==> config.mk <==
export PLATFORM = sky130hd
export DESIGN_NAME = mem_port_arbiter_flat
export DESIGN_NICKNAME = d
export VERILOG_FILES = /design/src/rtl/mem_port_arbiter_if.sv /design/src/rtl/mem_port_arbiter.sv /design/src/flat_wrapper.sv
export SDC_FILE = /design/constraint.sdc
export NUM_CORES = 1
export LEC_CHECK = 0
export BUFFER_PORTS_ARGS = -buffer_cell sky130_fd_sc_hd__buf_2
export CAP_MARGIN = 20
export CORE_AREA = 8 8 114 116
export DETAILED_ROUTE_END_ITERATION = 10
export DIE_AREA = 0 0 122 124
export PLACE_DENSITY = 0.7
export RECOVER_POWER = 50
export SLEW_MARGIN = 0
export SYNTH_ARGS = -nofsm -noshare
export SYNTH_HDL_FRONTEND = slang
export SYNTH_SLANG_ARGS = --single-unit
==> constraint.sdc <==
create_clock -name clk -period 2.4 [get_ports clk]
set_input_delay 0.24 -clock clk [delete_from_list [all_inputs] [get_ports clk]]
set_output_delay 0.24 -clock clk [all_outputs]
set_load 0.02 [all_outputs]
==> src/rtl/mem_port_arbiter_if.sv <==
// Fetch/load/store request ports and unified memory command bus for mem_port_arbiter.
// slave = arbiter side, master = core plus memory model side.
interface mem_port_arbiter_if #(
  parameter int W = 32
);
  logic           if_req;
  logic [W-1:0]   if_addr;
  logic           if_gnt;
  logic           if_rvalid;
  logic [W-1:0]   if_rdata;

  logic           ld_req;
  logic [W-1:0]   ld_addr;
  logic           ld_gnt;
  logic           ld_rvalid;
  logic [W-1:0]   ld_rdata;

  logic           st_req;
  logic [W-1:0]   st_addr;
  logic [W-1:0]   st_data;
  logic [W/8-1:0] st_be;
  logic           st_gnt;

  logic           m_en;
  logic           m_we;
  logic [W-1:0]   m_addr;
  logic [W-1:0]   m_wdata;
  logic [W/8-1:0] m_be;
  logic [W-1:0]   m_rdata;

  modport slave (
    input  if_req, if_addr, ld_req, ld_addr, st_req, st_addr, st_data, st_be, m_rdata,
    output if_gnt, if_rvalid, if_rdata, ld_gnt, ld_rvalid, ld_rdata, st_gnt,
           m_en, m_we, m_addr, m_wdata, m_be
  );

  modport master (
    output if_req, if_addr, ld_req, ld_addr, st_req, st_addr, st_data, st_be, m_rdata,
    input  if_gnt, if_rvalid, if_rdata, ld_gnt, ld_rvalid, ld_rdata, st_gnt,
           m_en, m_we, m_addr, m_wdata, m_be
  );
endinterface

==> src/rtl/mem_port_arbiter.sv <==
// Single-port memory arbiter for fetch/load/store: store > load > fetch with a fetch
// starvation guard; reads are tracked through MEM_LAT and returned to their issuer.
module mem_port_arbiter #(
  parameter int W          = 32,
  parameter int MEM_LAT    = 2,
  parameter int STARVE_LIM = 4
) (
  input logic               clk,
  input logic               rst,
  mem_port_arbiter_if.slave bus
);
  localparam int LW = $clog2(MEM_LAT + 1);
  localparam int SW = $clog2(STARVE_LIM + 1);
  localparam logic [LW-1:0] LAT  = LW'(MEM_LAT);
  localparam logic [SW-1:0] SLIM = SW'(STARVE_LIM);

  typedef enum logic {IDLE, RD_WAIT} state_t;

  state_t         state_q;
  logic [LW-1:0]  lat_q;
  logic [SW-1:0]  starve_q, starve_d;
  logic           owner_ld_q;
  logic           if_rvalid_q, ld_rvalid_q;
  logic [W-1:0]   if_rdata_q, ld_rdata_q;
  logic           gnt_if, gnt_ld, gnt_st;

  always_comb begin
    gnt_if = 1'b0;
    gnt_ld = 1'b0;
    gnt_st = 1'b0;
    if (state_q == IDLE) begin
      if (starve_q == SLIM && bus.if_req) gnt_if = 1'b1;
      else if (bus.st_req)                gnt_st = 1'b1;
      else if (bus.ld_req)                gnt_ld = 1'b1;
      else if (bus.if_req)                gnt_if = 1'b1;
    end
  end

  // Command bus is fully zeroed whenever nothing is granted.
  always_comb begin
    bus.m_en    = gnt_if | gnt_ld | gnt_st;
    bus.m_we    = gnt_st;
    bus.m_addr  = gnt_st ? bus.st_addr : gnt_ld ? bus.ld_addr : gnt_if ? bus.if_addr : '0;
    bus.m_wdata = gnt_st ? bus.st_data : '0;
    bus.m_be    = gnt_st ? bus.st_be : (gnt_ld | gnt_if) ? '1 : '0;
  end

  always_comb begin
    starve_d = starve_q;
    if (!bus.if_req || gnt_if)                     starve_d = '0;
    else if ((gnt_ld || gnt_st) && starve_q != SLIM) starve_d = starve_q + SW'(1);
  end

  always_ff @(posedge clk) begin
    if (rst) begin
      state_q     <= IDLE;
      lat_q       <= '0;
      starve_q    <= '0;
      owner_ld_q  <= 1'b0;
      if_rvalid_q <= 1'b0;
      ld_rvalid_q <= 1'b0;
      if_rdata_q  <= '0;
      ld_rdata_q  <= '0;
    end else begin
      if_rvalid_q <= 1'b0;
      ld_rvalid_q <= 1'b0;
      starve_q    <= starve_d;
      case (state_q)
        IDLE: if (gnt_if || gnt_ld) begin
          state_q    <= RD_WAIT;
          lat_q      <= LAT;
          owner_ld_q <= gnt_ld;
        end
        RD_WAIT: begin
          lat_q <= lat_q - LW'(1);
          // lat_q==1 is the cycle m_rdata is valid; rvalid lands with the return to IDLE.
          if (lat_q == LW'(1)) begin
            state_q <= IDLE;
            if (owner_ld_q) begin
              ld_rdata_q  <= bus.m_rdata;
              ld_rvalid_q <= 1'b1;
            end else begin
              if_rdata_q  <= bus.m_rdata;
              if_rvalid_q <= 1'b1;
            end
          end
        end
        default: state_q <= IDLE;
      endcase
    end
  end

  assign bus.if_gnt    = gnt_if;
  assign bus.ld_gnt    = gnt_ld;
  assign bus.st_gnt    = gnt_st;
  assign bus.if_rvalid = if_rvalid_q;
  assign bus.ld_rvalid = ld_rvalid_q;
  assign bus.if_rdata  = if_rdata_q;
  assign bus.ld_rdata  = ld_rdata_q;
endmodule
==> src/flat_wrapper.sv <==
// flat-port wrapper written by rule: the top's interface ports become plain ports
module mem_port_arbiter_flat 
#(
  parameter int W          = 32,
  parameter int MEM_LAT    = 2,
  parameter int STARVE_LIM = 4
)
  (clk, rst, bus_if_req, bus_if_addr, bus_ld_req, bus_ld_addr, bus_st_req, bus_st_addr, bus_st_data, bus_st_be, bus_m_rdata, bus_if_gnt, bus_if_rvalid, bus_if_rdata, bus_ld_gnt, bus_ld_rvalid, bus_ld_rdata, bus_st_gnt, bus_m_en, bus_m_we, bus_m_addr, bus_m_wdata, bus_m_be);
  mem_port_arbiter_if #(.W(W)) bus_i ();
  input logic clk;
  input logic rst;
  input wire logic [$bits(bus_i.if_req)-1:0] bus_if_req;
  input wire logic [$bits(bus_i.if_addr)-1:0] bus_if_addr;
  input wire logic [$bits(bus_i.ld_req)-1:0] bus_ld_req;
  input wire logic [$bits(bus_i.ld_addr)-1:0] bus_ld_addr;
  input wire logic [$bits(bus_i.st_req)-1:0] bus_st_req;
  input wire logic [$bits(bus_i.st_addr)-1:0] bus_st_addr;
  input wire logic [$bits(bus_i.st_data)-1:0] bus_st_data;
  input wire logic [$bits(bus_i.st_be)-1:0] bus_st_be;
  input wire logic [$bits(bus_i.m_rdata)-1:0] bus_m_rdata;
  output wire logic [$bits(bus_i.if_gnt)-1:0] bus_if_gnt;
  output wire logic [$bits(bus_i.if_rvalid)-1:0] bus_if_rvalid;
  output wire logic [$bits(bus_i.if_rdata)-1:0] bus_if_rdata;
  output wire logic [$bits(bus_i.ld_gnt)-1:0] bus_ld_gnt;
  output wire logic [$bits(bus_i.ld_rvalid)-1:0] bus_ld_rvalid;
  output wire logic [$bits(bus_i.ld_rdata)-1:0] bus_ld_rdata;
  output wire logic [$bits(bus_i.st_gnt)-1:0] bus_st_gnt;
  output wire logic [$bits(bus_i.m_en)-1:0] bus_m_en;
  output wire logic [$bits(bus_i.m_we)-1:0] bus_m_we;
  output wire logic [$bits(bus_i.m_addr)-1:0] bus_m_addr;
  output wire logic [$bits(bus_i.m_wdata)-1:0] bus_m_wdata;
  output wire logic [$bits(bus_i.m_be)-1:0] bus_m_be;
  assign bus_i.if_req = bus_if_req;
  assign bus_i.if_addr = bus_if_addr;
  assign bus_i.ld_req = bus_ld_req;
  assign bus_i.ld_addr = bus_ld_addr;
  assign bus_i.st_req = bus_st_req;
  assign bus_i.st_addr = bus_st_addr;
  assign bus_i.st_data = bus_st_data;
  assign bus_i.st_be = bus_st_be;
  assign bus_i.m_rdata = bus_m_rdata;
  assign bus_if_gnt = bus_i.if_gnt;
  assign bus_if_rvalid = bus_i.if_rvalid;
  assign bus_if_rdata = bus_i.if_rdata;
  assign bus_ld_gnt = bus_i.ld_gnt;
  assign bus_ld_rvalid = bus_i.ld_rvalid;
  assign bus_ld_rdata = bus_i.ld_rdata;
  assign bus_st_gnt = bus_i.st_gnt;
  assign bus_m_en = bus_i.m_en;
  assign bus_m_we = bus_i.m_we;
  assign bus_m_addr = bus_i.m_addr;
  assign bus_m_wdata = bus_i.m_wdata;
  assign bus_m_be = bus_i.m_be;
  mem_port_arbiter #(.W(W), .MEM_LAT(MEM_LAT), .STARVE_LIM(STARVE_LIM)) u_core (.clk(clk), .rst(rst), .bus(bus_i));
endmodule
# Yosys cells after proc, flatten, opt, wreduce, memory -nomap -nowiden
# Index checks and enable logic that the tools add are counted.
[word_totals] reg_bits=73 inputBits=169 out_inout_bits=139 elab_cells=55
[classes] addsub=2 n_eq_ne=4 n_mux=25 bitwise_logic=5 reduce_logical=11
[ops] cell="$mux W32" count=4
[ops] cell="$mux W1" count=16
[ops] cell="$mux W4" count=2
[ops] cell="$reduce_and A3 Y1" count=2
[ops] cell="$pmux W2 S2" count=1
[ops] cell="$add A3 B1 Y3 const B" count=1
[ops] cell="$eq A3 B3 Y1 const B" count=1
[ops] cell="$logic_or A1 B1 Y1" count=3
[ops] cell="$ne A3 B3 Y1 const B" count=1
[ops] cell="$not A1 Y1" count=3
[ops] cell="$reduce_or A3 Y1" count=1
[ops] cell="$eq A2 B1 Y1 const B" count=1
[ops] cell="$logic_and A1 B1 Y1" count=2
[ops] cell="$mux W2" count=1
[ops] cell="$ne A2 B2 Y1 const B" count=1
[ops] cell="$or A1 B1 Y1" count=2
[ops] cell="$pmux W1 S2" count=1
[ops] cell="$reduce_and A2 Y1" count=1
[ops] cell="$reduce_or A2 Y1" count=1
[ops] cell="$sub A2 B1 Y2 const B" count=1
[ops] cell="$logic_not A1 Y1" count=1

# Longest topological paths before layout
# Gate-level depths: netlist of the first run.
[logic_depth] ltp_word=8 mapped_depth=7 depth_no_buf=6

# Least setup slack after synthesis of the first run
# No wires, ideal clock.
[synth_timing] path_type="flip-flop to output port" startpoint="register u_core.starve_q[0]" endpoint="output bus_m_addr[12]" t_arrival_ns=1.556 required_ns=2.160 path_slack_ns=0.604 path_stages_with_launch=8 n_path_buf=1 cell_sequence="dfxtp_1 inv_1 ha_1 a31oi_4 nand2_4 inv_4 buf_2 a221o_1"
[synth_between] elab_chain_cells=7 elab_cells_between_ends=11 cone_classes="eq/ne: 1; mux: 9; reduce/logical: 1"
[synth_rtl] element="start, declared" line_no="mem_port_arbiter.sv:21" source="logic [SW-1:0] starve_q, starve_d;"
[synth_rtl] element="start signal, assigned" line_no="mem_port_arbiter.sv:67" source="starve_q <= starve_d;"
[synth_rtl] element="$eq A3 B3 Y1 (*)" line_no="mem_port_arbiter.sv:32" source="if (starve_q == SLIM && bus.if_req) gnt_if = 1'b1;"
[synth_rtl] element="$logic_and A1 B1 Y1 (*)" line_no="mem_port_arbiter.sv:32"
[synth_rtl] element="$mux W1" line_no="mem_port_arbiter.sv:32"
[synth_rtl] element="$mux W1" line_no="mem_port_arbiter.sv:31" source="if (state_q == IDLE) begin"
[synth_rtl] element="$mux W32 (2 in a row)" line_no="mem_port_arbiter.sv:43" source="bus.m_addr = gnt_st ? bus.st_addr : gnt_ld ? bus.ld_addr : gnt_if ? bus.if_addr : '0;"
[synth_rtl] element="$mux W32 (*)" line_no="mem_port_arbiter.sv:43"
[synth_rtl] element="end, declared" line_no="flat_wrapper.sv:30" source="output wire logic [$bits(bus_i.m_addr)-1:0] bus_m_addr;"
# Mark *: on every way between the ends. The rest lies on a longest branch, timed or not.

# Worst setup path in the final report of the first run
[layout_timing] startpoint="register u_core.starve_q[0]" endpoint="output bus_m_wdata[19]"
[layout_between] elab_chain_cells=5
[layout_rtl] element="$eq A3 B3 Y1" line_no="mem_port_arbiter.sv:32"
[layout_rtl] element="$logic_and A1 B1 Y1" line_no="mem_port_arbiter.sv:32"
[layout_rtl] element="$mux W1" line_no="mem_port_arbiter.sv:32"
[layout_rtl] element="$mux W1" line_no="mem_port_arbiter.sv:31"
[layout_rtl] element="$mux W32" line_no="mem_port_arbiter.sv:44" source="bus.m_wdata = gnt_st ? bus.st_data : '0;"
[layout_rtl] element="end, declared" line_no="flat_wrapper.sv:31" source="output wire logic [$bits(bus_i.m_wdata)-1:0] bus_m_wdata;"
# Every way passes these cells.

==> summary.md, run 1 <==
| Metric | Value |
|---|---|
| Status | `finished clean` |
| DP HPWL | `13.10 mm` |
| Largest net degree at the start of global routing | `44` |
| Root buffer cell | `clkbuf_16` |
| Buf+Inv Stages, Crit Path | `3` |
| Sequential-to-total area share from yosys stat | `40.40%` |
| Fin Clk Skew | `0.01073 ns` |
| Htree depth | `3` |
| Drt initial violations | `441` |
| Post-route ant nets | `0` |
| Syn Inst Count | `455` |
| Remaining DRCs | `0` |
| TritonCTS Buffers | `9` |
| Die Span X | `122 um` |
| Routed vias/inst | `4.901` |
| WL final | `16.40 mm` |
| Clock sink count | `73` |
| Post-Syn Area | `3617 um^2` |
| Synth area leader | `dfxtp_1` |
| GRT Util Overall | `20.46%` |
| Final Hold Slack | `0.1587 ns` |
| Clock buffer depth | `2` |
| Layout area overhead | `50.92%` |
| Comb pwr share | `21.6%` |
| Max transition margin | `32.33%` |
| # setup viols final | `0` |
| Drt pass-1 iters | `6` |
| Slew @ Worst Pin | `1.015 ns` |
| Core Footprint | `11170 um^2` |
| Hold Path Class | `in -> reg` |
| RePlAce Congestion | `0.9257` |
| Die height | `124 um` |
| Netlist cell types | `32` |
| I/O pins | `308` |
| Via count | `4377` |
| NetSw | `0.9372 mW` |
| Clock share of power | `41.4%` |
| Startpoint Class | `register` |
| Initial antenna violation count | `5` |
| Syn Nets | `627` |
| Crit share post-route | `94.85%` |
| Synth top area share | `40.40%` |
| Crit path DAT | `2.04 ns` |
| Max Cap Viol | `0` |
| Initial Util | `32.37%` |
| Sequential power share | `37.0%` |
| Post-Layout Cell Count | `893` |
| Vias in the first global route | `4271` |
| Placed Area | `5219 um^2` |
| Overflow after GRT | `0` |
| DR WL/cell | `18.36 um` |
| CP cell instances | `inv_1 -> ha_1 -> a31oi_4 -> buf_4 -> and3_1 -> buf_2` |
| Nets | `918` |
| Final min period | `2.276 ns` |
| CP Capture Type | `primary output` |
| Port Buffer Count | `307` |
| First-pass GRT wire length | `23.97 mm` |
| Max incr delay on CP | `0.35 ns` |
| Syn_area_per_cell | `7.950 um^2` |
| Fillers | `1191` |
| Post-CTS Hold Buffers | `0` |
| Maximum vdd drop | `0.0003808 V` |
| Leakage | `2.462 nW` |
| Synth Warn # | `0` |
| Net Sw Frac | `27.84%` |
| Die area | `15130 um^2` |
| Synth top area cells | `dfxtp_1, nand2_1, a21oi_1` |
| Slew Viols, Final | `0` |
| Rows | `39` |
| Clk pin slew, worst setup/hold paths | `0.06 ns` |
| Cells after DPL | `875` |
| Fin. Hold Viols | `0` |
| Final instance area | `5459 um^2` |
| CP required | `2.16 ns` |
| Synth Register Bits | `73` |
| Worst path slowest cell | `dfxtp_1` |
| Fmax | `439.3 MHz` |
| WS Path Type | `reg -> out` |
| Share of layout cells above drive strength 1 | `36.72%` |
| Final design utilization | `48.85%` |
| Power Density | `616.6 nW/um^2` |
| Clk_lat worst skew | `0.33 ns` |
| Delay-heaviest family, CP | `buffers and inverters` |
| Crit Path Max Fanout | `32` |
| RSZ-0062 raised after global routing | `false` |
| Power Internal | `2.429 mW` |
| CTS tree | `yes` |
| Final setup TNS | `0 ns` |
-- per-layer routing --
metal	vias to the layer above	GRT usage [%]	routed length [um]
met5	-	0	13
met4	2	3.778	166
met3	15	8.069	1785
met2	211	34.75	7961
met1	1978	24.09	6470
li1	2171	-	-
-- path summary, 6_finish.rpt --
check / startpoint / endpoint / slack [ns] / cells after the start
max: u_core.starve_q[0] / bus_m_wdata[19] / 0.12 / 6
min: bus_m_rdata[19] / u_core.bus.if_rdata[19] / 0.16 / 3
max reg2reg: u_core.state_q / u_core.bus.if_rdata[26] / 0.25 / 5
min reg2reg: u_core.bus.if_rdata[6] / u_core.bus.if_rdata[6] / 0.45 / 2
-- sequential cells by signal, indices dropped and copies added, names as in the netlist --
register / cells
u_core.bus.ld_rvalid: 1
u_core.starve_q: 3
u_core.owner_ld_q: 1
u_core.bus.if_rdata: 32
u_core.bus.ld_rdata: 32
u_core.lat_q: 2
u_core.state_q: 1
u_core.bus.if_rvalid: 1
-- metrics by stage --
step / total power [mW] / setup slack [ns]
floorplan: 1.692 / 0.6040
global placement: 1.996 / 0.4443
detailed placement: 1.996 / 0.4141
CTS: 3.402 / 0.04374
global route: 3.520 / 0.03554
finish: 3.366 / 0.1237
-- power by group through the flow --
stage / clock (mW) / combinational (mW) / sequential, mW
2_1_floorplan: 0 / 0.414 / 1.28
3_3_place_gp: 0 / 0.727 / 1.27
3_5_place_dp: 0 / 0.726 / 1.27
4_1_cts: 1.43 / 0.730 / 1.24
5_1_grt: 1.49 / 0.783 / 1.24
6_report: 1.39 / 0.727 / 1.24
-- repair_timing --
action	CTS	global route
resized for setup	0	2
hold endpoints to repair	0	0
setup buffers	0	3
endpoints found under the setup margin	0	28
-- cells by family (layout without fill, tap and decap cells) --
| family | after synthesis | in the layout | synth area share [%] |
|---|---|---|---|
| flip-flops | 73 | 73 | 40.40 |
| buffers and inverters | 52 | 346 | 7.367 |
| AO/OA/AOI/OAI | 116 | 116 | 22.48 |
| other | 0 | 1 | 0 |
| adder cells (fa/ha/maj) | 3 | 3 | 1.038 |
| AND/OR/NAND/NOR | 211 | 211 | 28.71 |
-- synth_stat cells, drive strengths merged --
master	count
nand2	129
a21oi	68
and3b	1
inv	8
buf	24
a221o	32
dfxtp	73
or4	1
o31ai	1
o21a	5
o41a	1
nand3	4
ha	3
nand3b	1
o31a	1
a31oi	1
nor2	5
nand2b	4
and3	33
o2bb2ai	1
o21ai	3
nor3	1
nor3b	32
a2bb2oi	1
o211ai	1
o32ai	1
clkbuf	20
-- worst register-to-register path, delay by kind of cell, from the launching register on --
| family | cells | cell delay (ns) |
|---|---|---|
| DFF | 1 | 0.49 |
| buffers and inverters | 2 | 1.07 |
| AOI/OAI and AO/OA | 1 | 0.15 |
| and+or+nand+nor | 2 | 0.38 |
-- final cells by class --
class	count	area, um^2	share of cell area (%)
repair buffers	324	1580	28.95
clock buffers	9	225.2	4.126
multi-input cells	330	1889	34.61
flip-flops and latches	73	1461	26.77
diodes	1	2.502	0.04584
inverters	8	40.04	0.7334
well taps	143	178.9	3.278
clock inverters	5	81.33	1.490
-- layout by cell type (no fill, tap or decap), drive strengths merged, types with 4 or more instances in the layout --
| master | count |
|---|---|
| clkbuf | 81 |
| nand2b | 4 |
| a21oi | 68 |
| a221o | 32 |
| nand3 | 4 |
| o21a | 5 |
| nand2 | 129 |
| and3 | 33 |
| nor3b | 32 |
| buf | 252 |
| dfxtp | 73 |
| nor2 | 5 |
| inv | 9 |
Note: power is estimated with default switching activity, not from simulation.
==> inputs of run 2 (changes only) <==
--- a/config.mk
+++ b/config.mk
@@ -6,12 +6,13 @@
 export NUM_CORES = 1
 export LEC_CHECK = 0
 export BUFFER_PORTS_ARGS = -buffer_cell sky130_fd_sc_hd__buf_2
-export CAP_MARGIN = 20
 export CORE_AREA = 8 8 114 116
 export DETAILED_ROUTE_END_ITERATION = 10
 export DIE_AREA = 0 0 122 124
 export PLACE_DENSITY = 0.7
 export RECOVER_POWER = 50
+export SETUP_SLACK_MARGIN = 0.15
+export SKIP_LAST_GASP = 1
 export SLEW_MARGIN = 0
 export SYNTH_ARGS = -nofsm -noshare
 export SYNTH_HDL_FRONTEND = slang
==> summary.md, run 2 (same netlist as run 1, synthesis figures left out) <==
| Metric | Value |
|---|---|
| Post-route ant nets | `0` |
| Core Footprint | `11170 um^2` |
| Post-placement setup slack | `0.4141 ns` |
| Fin Clk Skew | `0.009436 ns` |
| Maximum vdd drop | `0.0003804 V` |
| Layout area overhead | `51.89%` |
| Slew @ Worst Pin | `0.7750 ns` |
| CTS tree | `yes` |
| Share of layout cells above drive strength 1 | `36.93%` |
| # setup viols final | `0` |
| DP HPWL | `13.10 mm` |
| Initial Util | `32.37%` |
| Crit path DAT | `1.94 ns` |
| Htree depth | `3` |
| Routed vias/inst | `4.912` |
| First-pass GRT wire length | `24.07 mm` |
| Crit share post-route | `90.82%` |
| Via count | `4391` |
| Nets | `919` |
| Slew Viols, Final | `0` |
| Crit Path Max Fanout | `5` |
| Port Buffer Count | `307` |
| Vias in the first global route | `4294` |
| Max Cap Viol | `0` |
| RePlAce Congestion | `0.9257` |
| CP required | `2.16 ns` |
| GRT Util Overall | `20.54%` |
| Drt pass-1 iters | `5` |
| CP Capture Type | `primary output` |
| Die height | `124 um` |
| Die area | `15130 um^2` |
| Clk pin slew, worst setup/hold paths | `0.06 ns` |
| Clock buffer depth | `2` |
| Initial antenna violation count | `5` |
| Commonest cells after routing, fill and taps aside | `buf_2, nand2_1, dfxtp_1, clkbuf_1, a21oi_1` |
| Final min period | `2.180 ns` |
| WL final | `16.64 mm` |
| Clk_lat worst skew | `0.33 ns` |
| Drt initial violations | `470` |
| Die Span X | `122 um` |
| WS Path Type | `reg -> out` |
| Setup ws final | `0.2204 ns` |
| Final setup TNS | `0 ns` |
| Remaining DRCs | `0` |
| Fin. Hold Viols | `0` |
| I/O pins | `308` |
| Power Density | `614.1 nW/um^2` |
| Hold Path Class | `in -> reg` |
| Largest net degree at the start of global routing | `44` |
| Rows | `39` |
| Post-CTS Hold Buffers | `0` |
| DR WL/cell | `18.62 um` |
| RSZ-0062 raised after global routing | `false` |
| Fmax | `458.8 MHz` |
| Startpoint Class | `register` |
| Root buffer cell | `clkbuf_16` |
| Status | `finished clean` |
| Clock sink count | `73` |
| Overflow after GRT | `0` |
| TritonCTS Buffers | `9` |
| Max transition margin | `48.33%` |
| Leakage | `2.475 nW` |
| Most common cell after layout, fill and taps aside | `buf_2` |
[run 2: worst paths after layout]
path | startpoint | to | cells after the start | slack [ns]
worst min-delay path | bus_m_rdata[19] | u_core.bus.if_rdata[19] | 3 | 0.16
worst max-delay path | u_core.starve_q[0] | bus_m_addr[31] | 7 | 0.22
worst max register to register | u_core.state_q | u_core.bus.ld_rdata[25] | 5 | 0.57
worst min register to register | u_core.bus.if_rdata[6] | u_core.bus.if_rdata[6] | 2 | 0.45
[run 2: worst max-delay path: stages (launching register included)]
cell and delay, ns:
dfxtp_1 0.35, inv_1 0.09, ha_4 0.19, a2bb2oi_4 0.22, clkbuf_1 0.23, nor3b_1 0.10, a221o_1 0.26, buf_2 0.18
[run 2: what timing repair did]
item,in CTS,in global routing
resized for setup,5,4
cloned,0,1
endpoints found under the setup margin,35,36
buffers inserted,3,0
pin swaps,1,1
[run 2: per-layer routing]
layer  global-route usage [%]  up-vias  wire [um]
met4                    3.778        2        174
met3                    8.069       17       1816
met2                    34.98      227       8056
li1                         -     2172          -
met5                        0        -         13
met1                    24.12     1973       6584
[run 2: power by group]
group / internal, mW / switching [mW]
registers: 1.23 / 0.0135
clock network: 0.899 / 0.492
logic: 0.303 / 0.436
total: 2.43 / 0.942
[run 2: layout make-up]
| type | count | area, um^2 |
|---|---|---|
| fillers | 1188 | 5680 |
| multi-input cells | 330 | 1902 |
| repair buffers | 324 | 1579 |
| flip-flops and latches | 73 | 1461 |
| clock buffers | 9 | 225.2 |
| well taps | 143 | 178.9 |
| clock inverters | 5 | 81.33 |
| inverters | 8 | 55.05 |
| repair inverters | 1 | 8.758 |
| diodes | 1 | 2.502 |
[run 2: stage by stage]
step                total power [mW]  cell area [um^2]  hold slack, ns  cells  util [%]
floorplan                      1.692              3617          0.3760    455         -
finish                         3.374              5494          0.1592    894     49.17
global route                   3.529              5494          0.1428    894     49.17
global placement               1.996              5219          0.4397    875     46.70
CTS                            3.411              5562          0.1429    892     49.77
detailed placement             1.996              5219          0.4444    875     46.70
==> inputs of run 3 (changes only) <==
--- a/config.mk
+++ b/config.mk
@@ -6,10 +6,9 @@
 export NUM_CORES = 1
 export LEC_CHECK = 0
 export BUFFER_PORTS_ARGS = -buffer_cell sky130_fd_sc_hd__buf_2
-export CORE_AREA = 8 8 114 116
+export CORE_AREA = 2 2 121 123
 export DETAILED_ROUTE_END_ITERATION = 10
-export DIE_AREA = 0 0 122 124
-export PLACE_DENSITY = 0.7
+export DIE_AREA = 0 0 123 125
 export RECOVER_POWER = 50
 export SETUP_SLACK_MARGIN = 0.15
 export SKIP_LAST_GASP = 1
==> summary.md, run 3 (same netlist as run 1, synthesis figures left out) <==
| Metric | Value |
|---|---|
| Min-Delay Startpoint | `bus_m_rdata[1]` |
| Htree depth | `3` |
| Power Density | `619.0 nW/um^2` |
| Crit path DAT | `1.96 ns` |
| GR peak layer | `met2` |
| WS Path Type | `reg -> out` |
| Clk_lat worst skew | `0.33 ns` |
| Fmax | `454.9 MHz` |
| Crit Path Max Fanout | `37` |
| Largest net degree at the start of global routing | `42` |
| CP Capture Type | `primary output` |
| Clock buffer depth | `2` |
| Startpoint Class | `register` |
| RSZ-0062 raised after global routing | `false` |
| Core Footprint | `14200 um^2` |
| Remaining DRCs | `0` |
| Met1 Usage GRT | `21.97%` |
| Port Buffer Count | `307` |
| Max transition margin | `48.35%` |
| Vias in the first global route | `4173` |
| Initial antenna violation count | `5` |
| Worst Setup SP | `u_core.starve_q[1]` |
| Die area | `15380 um^2` |
| Final setup TNS | `0 ns` |
| Layout area overhead | `53.16%` |
| Post-CTS setup buffers | `0` |
| CP required | `2.16 ns` |
| Met3 Usage GRT | `2.646%` |
| Max Cap Viol | `0` |
| Via count | `4363` |
| Maximum vdd drop | `0.0003586 V` |
| Clock sink count | `73` |
| TritonCTS Buffers | `9` |
| Slew Viols, Final | `0` |
| Drt initial violations | `264` |
| DP HPWL | `11.10 mm` |
| Fin. Hold Viols | `0` |
| Crit share post-route | `91.60%` |
| Die Span X | `123 um` |
| Commonest cells after routing, fill and taps aside | `buf_2, nand2_1, dfxtp_1, a21oi_1, clkbuf_1` |
| Leakage | `2.471 nW` |
| RePlAce Congestion | `0.9041` |
| Hold Path Class | `in -> reg` |
| I/O pins | `308` |
| Fin Clk Skew | `0.005639 ns` |
| # setup viols final | `0` |
| DR WL/cell | `15.83 um` |
| Nets | `913` |
| GRT Util Overall | `17.95%` |
| Met2 usage | `30.29%` |
| Most common cell after layout, fill and taps aside | `buf_2` |
| Tot Pwr | `3.429 mW` |
| Overflow after GRT | `0` |
| Routed vias/inst | `4.676` |
| Final min period | `2.198 ns` |
| CTS tree | `yes` |
| WL final | `14.77 mm` |
| Slew @ Worst Pin | `0.7748 ns` |
| Share of layout cells above drive strength 1 | `37.05%` |
| Root buffer cell | `clkbuf_16` |
| Worst R2R Start | `u_core.lat_q[1]` |
| Clk pin slew, worst setup/hold paths | `0.06 ns` |
| Post-route ant nets | `0` |
| Drt pass-1 iters | `4` |
| Post-CTS Hold Buffers | `0` |
| Initial Util | `25.47%` |
| First-pass GRT wire length | `21.61 mm` |
| Rows | `44` |
| Die height | `125 um` |
| Status | `finished clean` |
-- run 3: path summary, 6_finish.rpt --
path | endpoint | slack [ns] | cells past startpoint
worst min-delay path | u_core.bus.if_rdata[1] | 0.16 | 3
worst max register to register | u_core.bus.ld_rdata[2] | 0.70 | 6
worst min register to register | u_core.bus.if_rdata[16] | 0.45 | 2
worst max-delay path | bus_m_addr[26] | 0.20 | 7
-- run 3: power breakdown --
| part | internal [mW] | switching (mW) |
|---|---|---|
| Combinational | 0.299 | 0.417 |
| Sequential | 1.23 | 0.0165 |
| Clock | 0.962 | 0.503 |
| Total | 2.49 | 0.937 |
-- run 3: timing repair --
action                     CTS  global route
resized for setup            2             9
gates cloned                 0             1
setup endpoints to repair   32            65
pin swaps                    0             1
-- run 3: through the flow --
stage / hold WS [ns] / cell area (um^2) / std cells / util, % / worst slack [ns]
finish: 0.1569 / 5540 / 933 / 39.01 / 0.2016
CTS: 0.1444 / 5594 / 928 / 39.39 / 0.1574
detailed placement: 0.4430 / 5260 / 913 / 37.03 / 0.4520
global route: 0.1554 / 5540 / 933 / 39.01 / 0.1075
floorplan: 0.3760 / 3617 / 455 / - / 0.6040
global placement: 0.4399 / 5260 / 913 / 37.03 / 0.4687
-- run 3: critical path, stage by stage (launching register included) --
cell	delay, ns
dfxtp_1	0.35
inv_1	0.08
ha_4	0.17
a2bb2oi_1	0.24
buf_12	0.23
nor3b_1	0.10
a221o_1	0.26
buf_2	0.16
-- run 3: per-layer routing --
layer / up-vias / wire length, um
met3: 23 / 988
li1: 2168 / -
met2: 198 / 7273
met1: 1974 / 6207
met5: - / 0
met4: 0 / 303
-- run 3: cell type report --
| class | instances | area [um^2] |
|---|---|---|
| flip-flops and latches | 73 | 1463 |
| fillers | 1517 | 8663 |
| clock inverters | 4 | 76.32 |
| multi-input cells | 330 | 1884 |
| repair inverters | 1 | 8.758 |
| well taps | 184 | 230.2 |
| clock buffers | 11 | 252.7 |
| inverters | 8 | 55.05 |
| diodes | 4 | 10.01 |
| repair buffers | 318 | 1560 |
